### config.mk
export PLATFORM = sky130hd
export DESIGN_NAME = bp_update_unit
export DESIGN_NICKNAME = d
export VERILOG_FILES = /design/src/rtl/bp_update_unit.sv
export SDC_FILE = /design/constraint.sdc
export NUM_CORES = 1
export LEC_CHECK = 0
export ABC_CLOCK_PERIOD_IN_PS = 6500
export BUFFER_PORTS_ARGS = -buffer_cell sky130_fd_sc_hd__buf_2
export CAP_MARGIN = 30
export CORE_ASPECT_RATIO = 1.25
export CORE_UTILIZATION = 55
export CTS_CLUSTER_DIAMETER = 80
export DETAILED_ROUTE_END_ITERATION = 10
export GPL_ROUTABILITY_DRIVEN = 1
export GPL_TIMING_DRIVEN = 0
export PLACE_DENSITY = 0.88
export SETUP_SLACK_MARGIN = 0.2
export SLEW_MARGIN = 20
export SYNTH_ARGS = -nofsm -noshare
export SYNTH_HDL_FRONTEND = slang
export SYNTH_SLANG_ARGS = --single-unit
### constraint.sdc
create_clock -name clk -period 6.5 [get_ports clk]
set_clock_uncertainty 0.2 [all_clocks]
set_input_delay 1.625 -clock clk [delete_from_list [all_inputs] [get_ports clk]]
set_output_delay 1.625 -clock clk [all_outputs]
set_load 0.1 [all_outputs]
### src/rtl/bp_update_unit.sv
// Retire-side gshare PHT training, speculative GHR and mispredict flush.
// Optional counters: define BP_UPDATE_STATS_EN.
module bp_update_unit #(
  parameter int GHR_W  = 5,
  parameter int ADDR_W = 8,
  parameter int TAG_W  = 5
) (
  input  logic              clk,
  input  logic              rst,
  input  logic              update_signal_R,
  input  logic              prediction_R,
  input  logic              actual_outcome_R,
  input  logic [GHR_W-1:0]  ghr_R,
  input  logic [TAG_W-1:0]  tag_R,
  input  logic [ADDR_W-1:0] next_addr_R,
  input  logic [ADDR_W-1:0] b_addr_R,
  input  logic              f_valid,
  input  logic [ADDR_W-1:0] f_addr,
  output logic              f_prediction,
  output logic [GHR_W-1:0]  f_ghr,
  output logic              flush,
  output logic [ADDR_W-1:0] redirect_addr,
`ifdef BP_UPDATE_STATS_EN
  output logic [TAG_W-1:0]  flush_tag,
  output logic [15:0]       br_count,
  output logic [15:0]       mispred_count
`else
  output logic [TAG_W-1:0]  flush_tag
`endif
);

  localparam int DEPTH = 1 << GHR_W;

  typedef enum logic {
    IDLE  = 1'b0,
    FLUSH = 1'b1
  } state_t;

  state_t           state;
  logic [GHR_W-1:0] spec_ghr;
  logic [1:0]       pht [DEPTH];

  logic [GHR_W-1:0] upd_idx;
  logic [GHR_W-1:0] lk_idx;
  logic             accept;
  logic             mispred;
  logic [1:0]       ctr_q;
  logic [1:0]       ctr_d;
  logic             unused_bits;

  // Upper address bits never reach the index.
  assign unused_bits = ^{b_addr_R[ADDR_W-1:GHR_W],
                         f_addr[ADDR_W-1:GHR_W]};

  // Index hashing and accept/mispredict qualification.
  always_comb begin
    upd_idx = b_addr_R[GHR_W-1:0] ^ ghr_R;
    lk_idx  = f_addr[GHR_W-1:0] ^ spec_ghr;
    accept  = update_signal_R && (state == IDLE);
    mispred = accept && (prediction_R != actual_outcome_R);
  end

  // Fetch lookup sees the pre-edge table, no bypass.
  always_comb begin
    f_prediction = pht[lk_idx][1];
    f_ghr        = spec_ghr;
  end

  // Saturating 2-bit counter next value.
  always_comb begin
    ctr_q = pht[upd_idx];
    ctr_d = ctr_q;
    if (actual_outcome_R) begin
      if (ctr_q != 2'b11) ctr_d = ctr_q + 2'd1;
    end else begin
      if (ctr_q != 2'b00) ctr_d = ctr_q - 2'd1;
    end
  end

  // Pattern history table; wrong-path updates in FLUSH are dropped.
  always_ff @(posedge clk or negedge rst) begin
    if (!rst) begin
      for (int i = 0; i < DEPTH; i++) pht[i] <= 2'b01;
    end else if (accept) begin
      pht[upd_idx] <= ctr_d;
    end
  end

  // Recovery FSM with registered flush, redirect and GHR.
  always_ff @(posedge clk or negedge rst) begin
    if (!rst) begin
      state         <= IDLE;
      flush         <= 1'b0;
      redirect_addr <= '0;
      flush_tag     <= '0;
      spec_ghr      <= '0;
    end else begin
      unique case (state)
        IDLE: begin
          if (mispred) begin
            state         <= FLUSH;
            flush         <= 1'b1;
            redirect_addr <= next_addr_R;
            flush_tag     <= tag_R;
            spec_ghr      <= {ghr_R[GHR_W-2:0],
                              actual_outcome_R};
          end else if (f_valid) begin
            spec_ghr <= {spec_ghr[GHR_W-2:0],
                         f_prediction};
          end
        end
        FLUSH: begin
          state <= IDLE;
          flush <= 1'b0;
        end
        default: begin
          state <= IDLE;
          flush <= 1'b0;
        end
      endcase
    end
  end

`ifdef BP_UPDATE_STATS_EN
  // Saturating branch and mispredict event counters.
  always_ff @(posedge clk or negedge rst) begin
    if (!rst) begin
      br_count      <= '0;
      mispred_count <= '0;
    end else begin
      if (accept && br_count != 16'hFFFF)
        br_count <= br_count + 16'd1;
      if (mispred && mispred_count != 16'hFFFF)
        mispred_count <= mispred_count + 16'd1;
    end
  end
`endif

endmodule

==> tab_implementation.tex, run 1 <==
\begin{tabular}{lr}
\hline
Metric & Value \\
\hline
\multicolumn{2}{l}{\textbf{STA}} \\
\quad Upper clock frequency limit & 0.176 GHz \\
\quad Final count of negative-setup-slack endpoints & 0 \\
\quad Final Critical Period & 5.69 ns \\
\quad Worst rel slew slack & 40.2\% \\
\quad Post-route setup slack & 0.812 ns \\
\quad Worst slew pin tran & 0.894 ns \\
\quad Total count of hold-check failures in the final report & 0 \\
\quad Final-report max-slew violation count & 0 \\
\quad Final worst-path cycle share & 87.5\% \\
\quad Post-Route Setup TNS & 0 ns \\
\quad Setup repair after global routing missed its margin & false \\
\multicolumn{2}{l}{\textbf{Final layout}} \\
\quad Area taken by multi-input logic gates & 2170 µm² \\
\quad Most common cell after layout, fill and taps aside & sky130\_fd\_sc\_hd\_\_nand2\_1 \\
\quad Diode count & 0 \\
\quad Filler-free cell count of the finished design & 605 \\
\quad Leading cell types in the layout, fill and taps excluded & sky130\_fd\_sc\_hd\_\_nand2\_1, sky130\_fd\_sc\_hd\_\_buf\_2, sky130\_fd\_sc\_hd\_\_dfrtp\_1, sky130\_fd\_sc\_hd\_\_nor2\_1, sky130\_fd\_sc\_hd\_\_o21ai\_0 \\
\quad Layout area overhead & 14.4\% \\
\quad Final core occ & 64.9\% \\
\quad Fillers & 603 \\
\quad Sequential Area & 2140 µm² \\
\quad Fraction of final layout cells sized beyond drive strength 1 & 28.2\% \\
\quad Final-stage net count & 545 \\
\multicolumn{2}{l}{\textbf{Floorplanning}} \\
\quad Die W & 82.4 µm \\
\quad Top-Level Pins & 60 \\
\quad Total Die Area & 8460 µm² \\
\quad Core region area & 7840 µm² \\
\quad Initial standard-cell utilization of the core & 56.8\% \\
\quad Die Y & 103 µm \\
\quad Row Count & 36 \\
\multicolumn{2}{l}{\textbf{Synth}} \\
\quad XOR/XNOR Fraction of Synth Area & 3.99\% \\
\quad Area fraction in and, or, nand and nor cells after synthesis & 13.9\% \\
\quad Compound-cell area share of the yosys netlist & 13.8\% \\
\quad Post-synth top flop & sky130\_fd\_sc\_hd\_\_dfrtp\_1 \\
\quad Total of warnings raised by yosys & 0 \\
\quad Synth Instances & 441 \\
\quad Multiplexer fraction of the synthesized cell area & 16.3\% \\
\quad Share of async-settable or async-resettable flops after synthesis & 100\% \\
\quad Net Count, Synth & 481 \\
\quad Number of storage elements in the synthesis netlist & 84 \\
\quad Post-synthesis cell type count & 39 \\
\quad Syn\_area\_per\_cell & 10.1 µm² \\
\quad Largest family of logic cells by synthesized area & multiplexers \\
\quad Area of the mapped netlist & 4450 µm² \\
\quad Area share of fa/ha/maj cells after synthesis & 0.506\% \\
\quad Sequential-to-total area share from yosys stat & 48.1\% \\
\quad Number of enable-type register cells in the synthesized netlist & 0 \\
\multicolumn{2}{l}{\textbf{Clock tree}} \\
\quad Maximum level of the CTS H-tree & 3 \\
\quad Latest clock arrival within the worst-skew pair & 0.37 ns \\
\quad Buffer depth of the longest clock path & 2 \\
\quad Postcts setup bufs & 0 \\
\quad Clock sink total & 84 \\
\quad CTS tree & built \\
\quad Buffer type at the clock tree root & sky130\_fd\_sc\_hd\_\_clkbuf\_8 \\
\quad Cts-stage hold buffer count & 0 \\
\quad Cells resized by post-CTS repair & 0 \\
\quad Number of buffers created by CTS & 9 \\
\quad CTS clock-pin slew for the worst setup and hold paths & 0.08 ns \\
\multicolumn{2}{l}{\textbf{Flow run}} \\
\quad Max-cap check violation count & 0 \\
\multicolumn{2}{l}{\textbf{Min path}} \\
\quad Critical hold path startpoint & pht[42] \\
\quad Worst hold-check path type & register to register \\
\multicolumn{2}{l}{\textbf{Placed design}} \\
\quad Final weighted congestion in routability-driven placement & 0.911 \\
\quad PortBufs & 52 \\
\quad Pre-CTS setup slack & 0.792 ns \\
\quad Post-Place Cells & 589 \\
\quad Detailed placement HPWL & 8570 µm \\
\multicolumn{2}{l}{\textbf{Pwr}} \\
\quad IR Drop Worst-Case VDD & 0.000388 V \\
\quad Leakage power figure & 0.00214 µW \\
\quad Post-layout power & 2440 µW \\
\quad Power per Cell Area & 480 nW/µm² \\
\multicolumn{2}{l}{\textbf{Drt}} \\
\quad Post-detailed-routing wire length & 11500 µm \\
\quad DRT iter0 DRCs & 301 \\
\quad Per-cell routed wire length & 19.0 µm \\
\quad Router iterations before antenna repair & 5 \\
\quad Remaining DRCs & 0 \\
\quad Antenna-violating nets left & 0 \\
\quad Total via count after detailed routing & 3764 \\
\quad Vias per cell & 6.22 \\
\multicolumn{2}{l}{\textbf{Critical path}} \\
\quad Delay of the slowest cell on the worst path & 0.60 ns \\
\quad Data arrival time of the worst path & 3.86 ns \\
\quad Critical Setup Path Class & input pin to output pin \\
\quad Crit path from & f\_addr[0] \\
\quad Critical path required time & 4.68 ns \\
\quad Slowest cell on the critical path & sky130\_fd\_sc\_hd\_\_xnor2\_2 \\
\quad Largest fanout on the critical path & 8 \\
\quad Flop-to-flop setup slack & 3.78 ns \\
\quad Endpoint type of the worst setup path & output pin \\
\quad Worst Setup Start Kind & input pin \\
\quad RR Startpoint & f\_ghr[0] \\
\quad Cell Chain, Critical Path & buf\_2, xnor2\_2, mux4\_2, mux2i\_1, mux2i\_1, mux2\_2, buf\_2 \\
\multicolumn{2}{l}{\textbf{Global routing}} \\
\quad Vias in the first global route & 3697 \\
\quad Pin count of the biggest net entering global routing & 60 \\
\quad Global-route total usage across every layer & 30.3\% \\
\quad Antenna violations before repair & 0 \\
\quad Global route total overflow & 0 \\
\quad First-pass GRT wire length & 18500 µm \\
\multicolumn{2}{l}{\textbf{Outcome}} \\
\quad Outcome & complete, no violations \\
\hline
\end{tabular}
logic make-up after synthesis:
group                      Yosys count
muxes                               57
buffers and inverters               26
and+or+nand+nor                    151
AOI/OAI and AO/OA                  105
adders and majority gates            2
xor gates and xnor gates            16
DFF                                 84
power by group:
group / internal, µW / leakage, µW / switching, µW
logic: 363 / 0.00108 / 701
clock network: 217 / 0.0000981 / 201
registers: 805 / 0.000964 / 155
worst max-delay path: cells and delay by family:
kind / cells / cell delay [ns]
xor+xnor: 1 / 0.60
buf+inv: 2 / 0.41
mux: 4 / 1.22
cells in the mapped netlist (all sizes together) (3+ instances only):
cell type  instances  area, µm²
a21oi             31        155
a22oi              5       37.5
a31oi             19        119
buf                9       77.6
clkbuf            13       52.6
dfrtp             52       1300
dfstp             32        841
inv                4       15.0
mux2              14        158
mux2i             32        320
mux4              11        248
nand2             90        338
nand4              7       43.8
nor2              41        156
nor3               3       15.0
nor4               3       18.8
o21ai             36        180
o32ai             10       95.1
xnor2              7       80.1
xor2               9       97.6
routing by layer:
| metal | up-vias | wire length, µm | global-route usage [%] | part of all wire, % |
|---|---|---|---|---|
| li1 | 1709 | - | - | - |
| met1 | 1814 | 4400 | 35.8 | 38 |
| met2 | 188 | 5850 | 50.0 | 51 |
| met3 | 53 | 720 | 7.17 | 6.3 |
| met4 | 0 | 535 | 17.9 | 4.7 |
| met5 | - | 0 | 0 | 0 |
final cells by class:
| class | count | share of cell area (%) |
|---|---|---|
| buffer | 22 | 2.56 |
| clock buffer | 9 | 2.43 |
| clock inverter | 7 | 1.94 |
| inverter | 4 | 0.295 |
| multi-input combinational | 331 | 42.6 |
| sequential | 84 | 42.1 |
| tap | 95 | 2.34 |
| timing repair buffer | 53 | 5.70 |
registers in the layout, summed over array words and instances (netlist names):
signal         flops
flush              1
flush_tag          5
redirect_addr      8
pht               64
f_ghr              5
state              1
path summary, 6_finish.rpt:
| kind | cells after the start | endpoint |
|---|---|---|
| setup / recovery | 7 | f_prediction |
| hold / removal | 2 | pht[42] |
| setup reg to reg | 7 | f_ghr[0] |
| hold reg to reg | 2 | pht[42] |
| max in group asynchronous | 2 | pht[32] |
| min in group asynchronous | 1 | flush |
stage by stage:
stage	hold slack (ns)	area [µm²]
finish	0.278	5090
global route	0.289	5090
CTS	0.281	5090
detailed placement	0.268	4870
global placement	0.251	4830
floorplan	0.244	4450
Power figures use the tool's default switching activity.
==> run 2: changes to the inputs <==
- REMOVE_ABC_BUFFERS: unset -> 1
==> run 2 against run 1 <==
Net effect: final area decreased by 1.9%; total power decreased by 2.7%; critical endpoint unchanged; utilization decreased by 1.2 points; non-clock buffer count decreased by 18.
==> tab_implementation.tex, run 2 (synthesized netlist as in run 1, its figures left out) <==
\begin{tabular}{lr}
\hline
Metric & Value \\
\hline
\multicolumn{2}{l}{\textbf{Min path}} \\
\quad Critical hold path startpoint & pht[58] \\
\quad Worst hold-check path type & register to register \\
\quad Number of cells traversed by the worst hold path & 2 \\
\quad Worst hold path endpoint & pht[58] \\
\multicolumn{2}{l}{\textbf{Drt}} \\
\quad Router iterations before antenna repair & 5 \\
\quad Post-detailed-routing wire length & 10900 µm \\
\quad DRT iter0 DRCs & 445 \\
\quad Vias per cell & 6.22 \\
\quad Total via count after detailed routing & 3649 \\
\quad Remaining DRCs & 0 \\
\quad Antenna-violating nets left & 0 \\
\quad Per-cell routed wire length & 18.6 µm \\
\multicolumn{2}{l}{\textbf{Critical path}} \\
\quad Number of cells on the worst reg-to-reg path & 7 \\
\quad Critical path required time & 4.68 ns \\
\quad Endpoint type of the worst setup path & output pin \\
\quad Largest fanout on the critical path & 8 \\
\quad Flop-to-flop setup slack & 3.75 ns \\
\quad Critical Setup Path Class & input pin to output pin \\
\quad Data arrival time of the worst path & 3.89 ns \\
\quad Crit path from & f\_addr[0] \\
\quad Crit Reg-Reg Endpoint & f\_ghr[0] \\
\quad RR Startpoint & f\_ghr[0] \\
\quad Worst Setup Start Kind & input pin \\
\multicolumn{2}{l}{\textbf{Clock tree}} \\
\quad Cells resized by post-CTS repair & 0 \\
\quad CTS clock-pin slew for the worst setup and hold paths & 0.08 ns \\
\quad Latest clock arrival within the worst-skew pair & 0.36 ns \\
\quad Buffer depth of the longest clock path & 2 \\
\quad Buffer type at the clock tree root & sky130\_fd\_sc\_hd\_\_clkbuf\_8 \\
\quad Cts-stage hold buffer count & 0 \\
\quad Number of buffers created by CTS & 9 \\
\quad Clock sink total & 84 \\
\quad Postcts setup bufs & 0 \\
\quad CTS tree & built \\
\quad Maximum level of the CTS H-tree & 3 \\
\multicolumn{2}{l}{\textbf{STA}} \\
\quad Worst slew pin tran & 0.981 ns \\
\quad Final-report max-slew violation count & 0 \\
\quad Final worst-path cycle share & 87.9\% \\
\quad Worst hold slack & 0.269 ns \\
\quad Total count of hold-check failures in the final report & 0 \\
\quad Setup repair after global routing missed its margin & false \\
\quad Upper clock frequency limit & 0.175 GHz \\
\quad Final Critical Period & 5.71 ns \\
\quad Post-Route Setup TNS & 0 ns \\
\quad Final count of negative-setup-slack endpoints & 0 \\
\quad Worst rel slew slack & 34.1\% \\
\multicolumn{2}{l}{\textbf{Global routing}} \\
\quad Global route total overflow & 0 \\
\quad Antenna violations before repair & 0 \\
\quad Global-route total usage across every layer & 29.6\% \\
\quad First-pass GRT wire length & 18100 µm \\
\quad Pin count of the biggest net entering global routing & 61 \\
\quad Vias in the first global route & 3702 \\
\multicolumn{2}{l}{\textbf{Floorplanning}} \\
\quad Row Count & 36 \\
\quad Core region area & 7840 µm² \\
\quad Initial standard-cell utilization of the core & 56.8\% \\
\quad Total Die Area & 8460 µm² \\
\quad Die W & 82.4 µm \\
\quad Die Y & 103 µm \\
\quad Top-Level Pins & 60 \\
\multicolumn{2}{l}{\textbf{Pwr}} \\
\quad Leakage power figure & 0.00210 µW \\
\quad Power per Cell Area & 476 nW/µm² \\
\quad IR Drop Worst-Case VDD & 0.000402 V \\
\multicolumn{2}{l}{\textbf{Final layout}} \\
\quad Leading cell types in the layout, fill and taps excluded & sky130\_fd\_sc\_hd\_\_nand2\_1, sky130\_fd\_sc\_hd\_\_dfrtp\_1, sky130\_fd\_sc\_hd\_\_buf\_2, sky130\_fd\_sc\_hd\_\_nor2\_1, sky130\_fd\_sc\_hd\_\_o21ai\_0 \\
\quad Diode count & 0 \\
\quad Most common cell after layout, fill and taps aside & sky130\_fd\_sc\_hd\_\_nand2\_1 \\
\quad Register bank with the most flops & pht \\
\quad Layout area overhead & 12.2\% \\
\quad Max reg flops & 64 \\
\quad Fraction of final layout cells sized beyond drive strength 1 & 28.3\% \\
\quad Registers with the highest flip-flop counts & pht: 64 flops, redirect\_addr: 8 flops \\
\quad Final-stage net count & 527 \\
\multicolumn{2}{l}{\textbf{Placed design}} \\
\quad Final weighted congestion in routability-driven placement & 0.940 \\
\quad Detailed placement HPWL & 7650 µm \\
\quad PortBufs & 53 \\
\multicolumn{2}{l}{\textbf{Flow run}} \\
\quad Max-cap check violation count & 0 \\
\multicolumn{2}{l}{\textbf{Outcome}} \\
\quad Outcome & complete, no violations \\
\hline
\end{tabular}
run 2: where the power goes:
group | total [µW] | internal (µW) | leakage (µW) | switching [µW]
Clock | 389 | 210 | 0.000104 | 179
Sequential | 959 | 806 | 0.000964 | 153
Combinational | 1030 | 337 | 0.00103 | 690
Total | 2380 | 1350 | 0.00210 | 1020
run 2: how the worst max path moves through the flow:
stage / end / slack, ns / depth (start not counted)
2_1_floorplan: f_prediction / 0.99 / 5
4_1_cts: f_prediction / 0.75 / 7
3_3_place_gp: f_prediction / 0.32 / 7
6_report: f_prediction / 0.79 / 7
3_5_place_dp: f_prediction / 0.76 / 7
5_1_grt: f_prediction / 0.69 / 7
run 2: cell type report:
type	instances	area, µm²
fillers	623	2850
multi-input cells	331	2180
flip-flops and latches	84	2140
repair buffers	57	329
clock buffers	15	176
well taps	95	119
clock inverters	1	30.0
inverters	4	15.0
run 2: worst max-delay path, cell delays in order:
cell	delay [ns]
sky130_fd_sc_hd__buf_2	0.11
sky130_fd_sc_hd__xnor2_2	0.64
sky130_fd_sc_hd__mux4_2	0.65
sky130_fd_sc_hd__mux2i_1	0.18
sky130_fd_sc_hd__mux2i_1	0.09
sky130_fd_sc_hd__mux2_2	0.29
sky130_fd_sc_hd__buf_2	0.30
run 2: metrics by stage:
step / cell area, µm² / utilization (%) / total power (µW) / setup slack, ns / cells
2_1_floorplan: 4320 / - / 1720 / 0.990 / 419
3_3_place_gp: 4700 / 60.0 / 1920 / 0.322 / 567
3_5_place_dp: 4780 / 61.0 / 1980 / 0.761 / 570
4_1_cts: 4980 / 63.6 / 2370 / 0.753 / 586
5_1_grt: 4990 / 63.7 / 2500 / 0.687 / 587
6_report: 4990 / 63.7 / 2380 / 0.788 / 587
run 2: layer usage:
metal | vias up | track usage [%] | share of wire, %
li1 | 1680 | - | -
met1 | 1761 | 37.6 | 41
met2 | 176 | 47.2 | 49
met3 | 32 | 5.75 | 6.3
met4 | 0 | 16.7 | 4.1
met5 | - | 0 | 0
==> run 3: changes to the inputs <==
- CORE_UTILIZATION: 55 -> 30
- PLACE_DENSITY: 0.88 -> 0.58
==> run 3 against run 2 <==
Net effect: clock power up 31%; sequential share of layout area down 1.6 points; critical path depth unchanged; combinational power about the same; first-iteration DRC count down 37%; register-to-register slack better by 0.05 ns; die area up 81%; routed wire length up 1.9%; sequential cell count unchanged; critical path type unchanged; largest power group unchanged.
==> tab_implementation.tex, run 3 (synthesized netlist as in run 1, its figures left out) <==
\begin{tabular}{lr}
\hline
Metric & Value \\
\hline
\multicolumn{2}{l}{\textbf{STA}} \\
\quad Worst slew pin tran & 0.931 ns \\
\quad Final-report max-slew violation count & 0 \\
\quad Worst hold slack & 0.268 ns \\
\quad Post-route setup slack & 0.813 ns \\
\quad Final count of negative-setup-slack endpoints & 0 \\
\quad Final Critical Period & 5.69 ns \\
\quad Final worst-path cycle share & 87.5\% \\
\quad Total count of hold-check failures in the final report & 0 \\
\quad Setup repair after global routing missed its margin & false \\
\quad Worst rel slew slack & 37.9\% \\
\quad Post-Route Setup TNS & 0 ns \\
\quad Upper clock frequency limit & 0.176 GHz \\
\multicolumn{2}{l}{\textbf{Global routing}} \\
\quad Global route total overflow & 0 \\
\quad Global-route total usage across every layer & 15.3\% \\
\quad Antenna violations before repair & 0 \\
\quad First-pass GRT wire length & 18600 µm \\
\quad Pin count of the biggest net entering global routing & 49 \\
\quad Vias in the first global route & 3638 \\
\multicolumn{2}{l}{\textbf{Floorplanning}} \\
\quad Initial standard-cell utilization of the core & 30.9\% \\
\quad Total Die Area & 15300 µm² \\
\quad Row Count & 49 \\
\quad Die Y & 138 µm \\
\quad Core region area & 14400 µm² \\
\quad Die W & 111 µm \\
\quad Top-Level Pins & 60 \\
\multicolumn{2}{l}{\textbf{Pwr}} \\
\quad Net switching power & 1050 µW \\
\quad Comb power frac & 40.8\% \\
\quad Leakage power figure & 0.00213 µW \\
\quad Net switching share of the total power & 42.1\% \\
\quad Power per Cell Area & 480 nW/µm² \\
\quad Total internal power & 1440 µW \\
\quad IR Drop Worst-Case VDD & 0.000444 V \\
\quad Reg power frac & 38.7\% \\
\quad Clock network fraction of total power & 20.5\% \\
\multicolumn{2}{l}{\textbf{Final layout}} \\
\quad Leading cell types in the layout, fill and taps excluded & sky130\_fd\_sc\_hd\_\_nand2\_1, sky130\_fd\_sc\_hd\_\_buf\_2, sky130\_fd\_sc\_hd\_\_dfrtp\_1, sky130\_fd\_sc\_hd\_\_nor2\_1, sky130\_fd\_sc\_hd\_\_o21ai\_0 \\
\quad Sequential Area & 2140 µm² \\
\quad Final-stage net count & 528 \\
\quad Register bank with the most flops & pht \\
\quad Fillers & 1415 \\
\quad Diode count & 0 \\
\quad Registers with the highest flip-flop counts & pht: 64 flops, redirect\_addr: 8 flops \\
\quad Area taken by multi-input logic gates & 2180 µm² \\
\quad Max reg flops & 64 \\
\quad Fraction of final layout cells sized beyond drive strength 1 & 29.0\% \\
\quad Most common cell after layout, fill and taps aside & sky130\_fd\_sc\_hd\_\_nand2\_1 \\
\quad Layout area overhead & 16.6\% \\
\multicolumn{2}{l}{\textbf{Outcome}} \\
\quad Outcome & complete, no violations \\
\multicolumn{2}{l}{\textbf{Clock tree}} \\
\quad Maximum level of the CTS H-tree & 3 \\
\quad CTS tree & built \\
\quad Postcts setup bufs & 0 \\
\quad Cts-stage hold buffer count & 0 \\
\quad Buffer type at the clock tree root & sky130\_fd\_sc\_hd\_\_clkbuf\_16 \\
\quad Number of buffers created by CTS & 9 \\
\quad Latest clock arrival within the worst-skew pair & 0.35 ns \\
\quad Cells resized by post-CTS repair & 0 \\
\quad CTS clock-pin slew for the worst setup and hold paths & 0.06 ns \\
\quad Buffer depth of the longest clock path & 2 \\
\quad Clock sink total & 84 \\
\multicolumn{2}{l}{\textbf{Min path}} \\
\quad Number of cells traversed by the worst hold path & 2 \\
\quad Worst hold path endpoint & pht[58] \\
\quad Worst hold-check path type & register to register \\
\quad Critical hold path startpoint & pht[58] \\
\multicolumn{2}{l}{\textbf{Placed design}} \\
\quad Pre-CTS setup slack & 0.801 ns \\
\quad Detailed placement HPWL & 7860 µm \\
\quad PortBufs & 53 \\
\quad Final weighted congestion in routability-driven placement & 0.865 \\
\multicolumn{2}{l}{\textbf{Critical path}} \\
\quad Flop-to-flop setup slack & 3.80 ns \\
\quad Number of cells on the worst reg-to-reg path & 7 \\
\quad Critical path required time & 4.68 ns \\
\quad Largest fanout on the critical path & 8 \\
\quad Data arrival time of the worst path & 3.86 ns \\
\quad Critical Setup Path Class & input pin to output pin \\
\quad Endpoint type of the worst setup path & output pin \\
\quad Crit Reg-Reg Endpoint & f\_ghr[0] \\
\quad Worst Setup Start Kind & input pin \\
\quad RR Startpoint & f\_ghr[0] \\
\multicolumn{2}{l}{\textbf{Drt}} \\
\quad Total via count after detailed routing & 3541 \\
\quad Remaining DRCs & 0 \\
\quad Per-cell routed wire length & 16.6 µm \\
\quad Vias per cell & 5.28 \\
\quad Antenna-violating nets left & 0 \\
\quad DRT iter0 DRCs & 280 \\
\quad Router iterations before antenna repair & 5 \\
\quad Post-detailed-routing wire length & 11200 µm \\
\multicolumn{2}{l}{\textbf{Flow run}} \\
\quad Max-cap check violation count & 0 \\
\hline
\end{tabular}
## run 3: area by class of cell
type                       instances  share of cell area (%)
multi-input combinational        331                    42.1
sequential                        84                    41.3
timing repair buffer              58                    6.37
clock buffer                      10                    4.41
tap                              178                    4.29
clock inverter                     6                    1.25
inverter                           4                   0.290
## run 3: worst max-delay path by stage
stage,to,startpoint,slack (ns)
global route,f_prediction,f_addr[0],0.67
global placement,f_prediction,f_addr[0],0.33
floorplan,f_prediction,f_addr[0],0.99
CTS,f_prediction,f_addr[0],0.80
detailed placement,f_prediction,f_addr[0],0.80
finish,f_prediction,f_addr[0],0.81
## run 3: critical path, stage by stage
cell	delay [ns]
sky130_fd_sc_hd__buf_2	0.12
sky130_fd_sc_hd__xnor2_2	0.60
sky130_fd_sc_hd__mux4_2	0.59
sky130_fd_sc_hd__mux2i_1	0.21
sky130_fd_sc_hd__mux2i_1	0.12
sky130_fd_sc_hd__mux2_2	0.30
sky130_fd_sc_hd__buf_2	0.30
## run 3: metrics by stage
step	util (%)	power, µW	instances	instance area (µm²)
3_5_place_dp	33.8	1990	652	4870
4_1_cts	35.8	2500	668	5160
2_1_floorplan	-	1720	419	4320
5_1_grt	36.0	2630	671	5190
6_report	36.0	2490	671	5190
3_3_place_gp	33.4	1950	650	4810
## run 3: routing by layer
layer	track usage [%]	share of wire (%)	up-vias
met5	0	0	-
met3	1.93	4.0	23
li1	-	-	1673
met4	8.84	3.3	0
met1	19.6	45	1710
met2	25.0	48	135
## run 3: power by group through the flow
| stage | Combinational [µW] | Clock (µW) | Sequential (µW) |
|---|---|---|---|
| floorplan | 574 | 0 | 1150 |
| global placement | 997 | 0 | 953 |
| detailed placement | 1020 | 0 | 969 |
| CTS | 1020 | 521 | 963 |
| global route | 1100 | 536 | 993 |
| finish | 1020 | 511 | 961 |
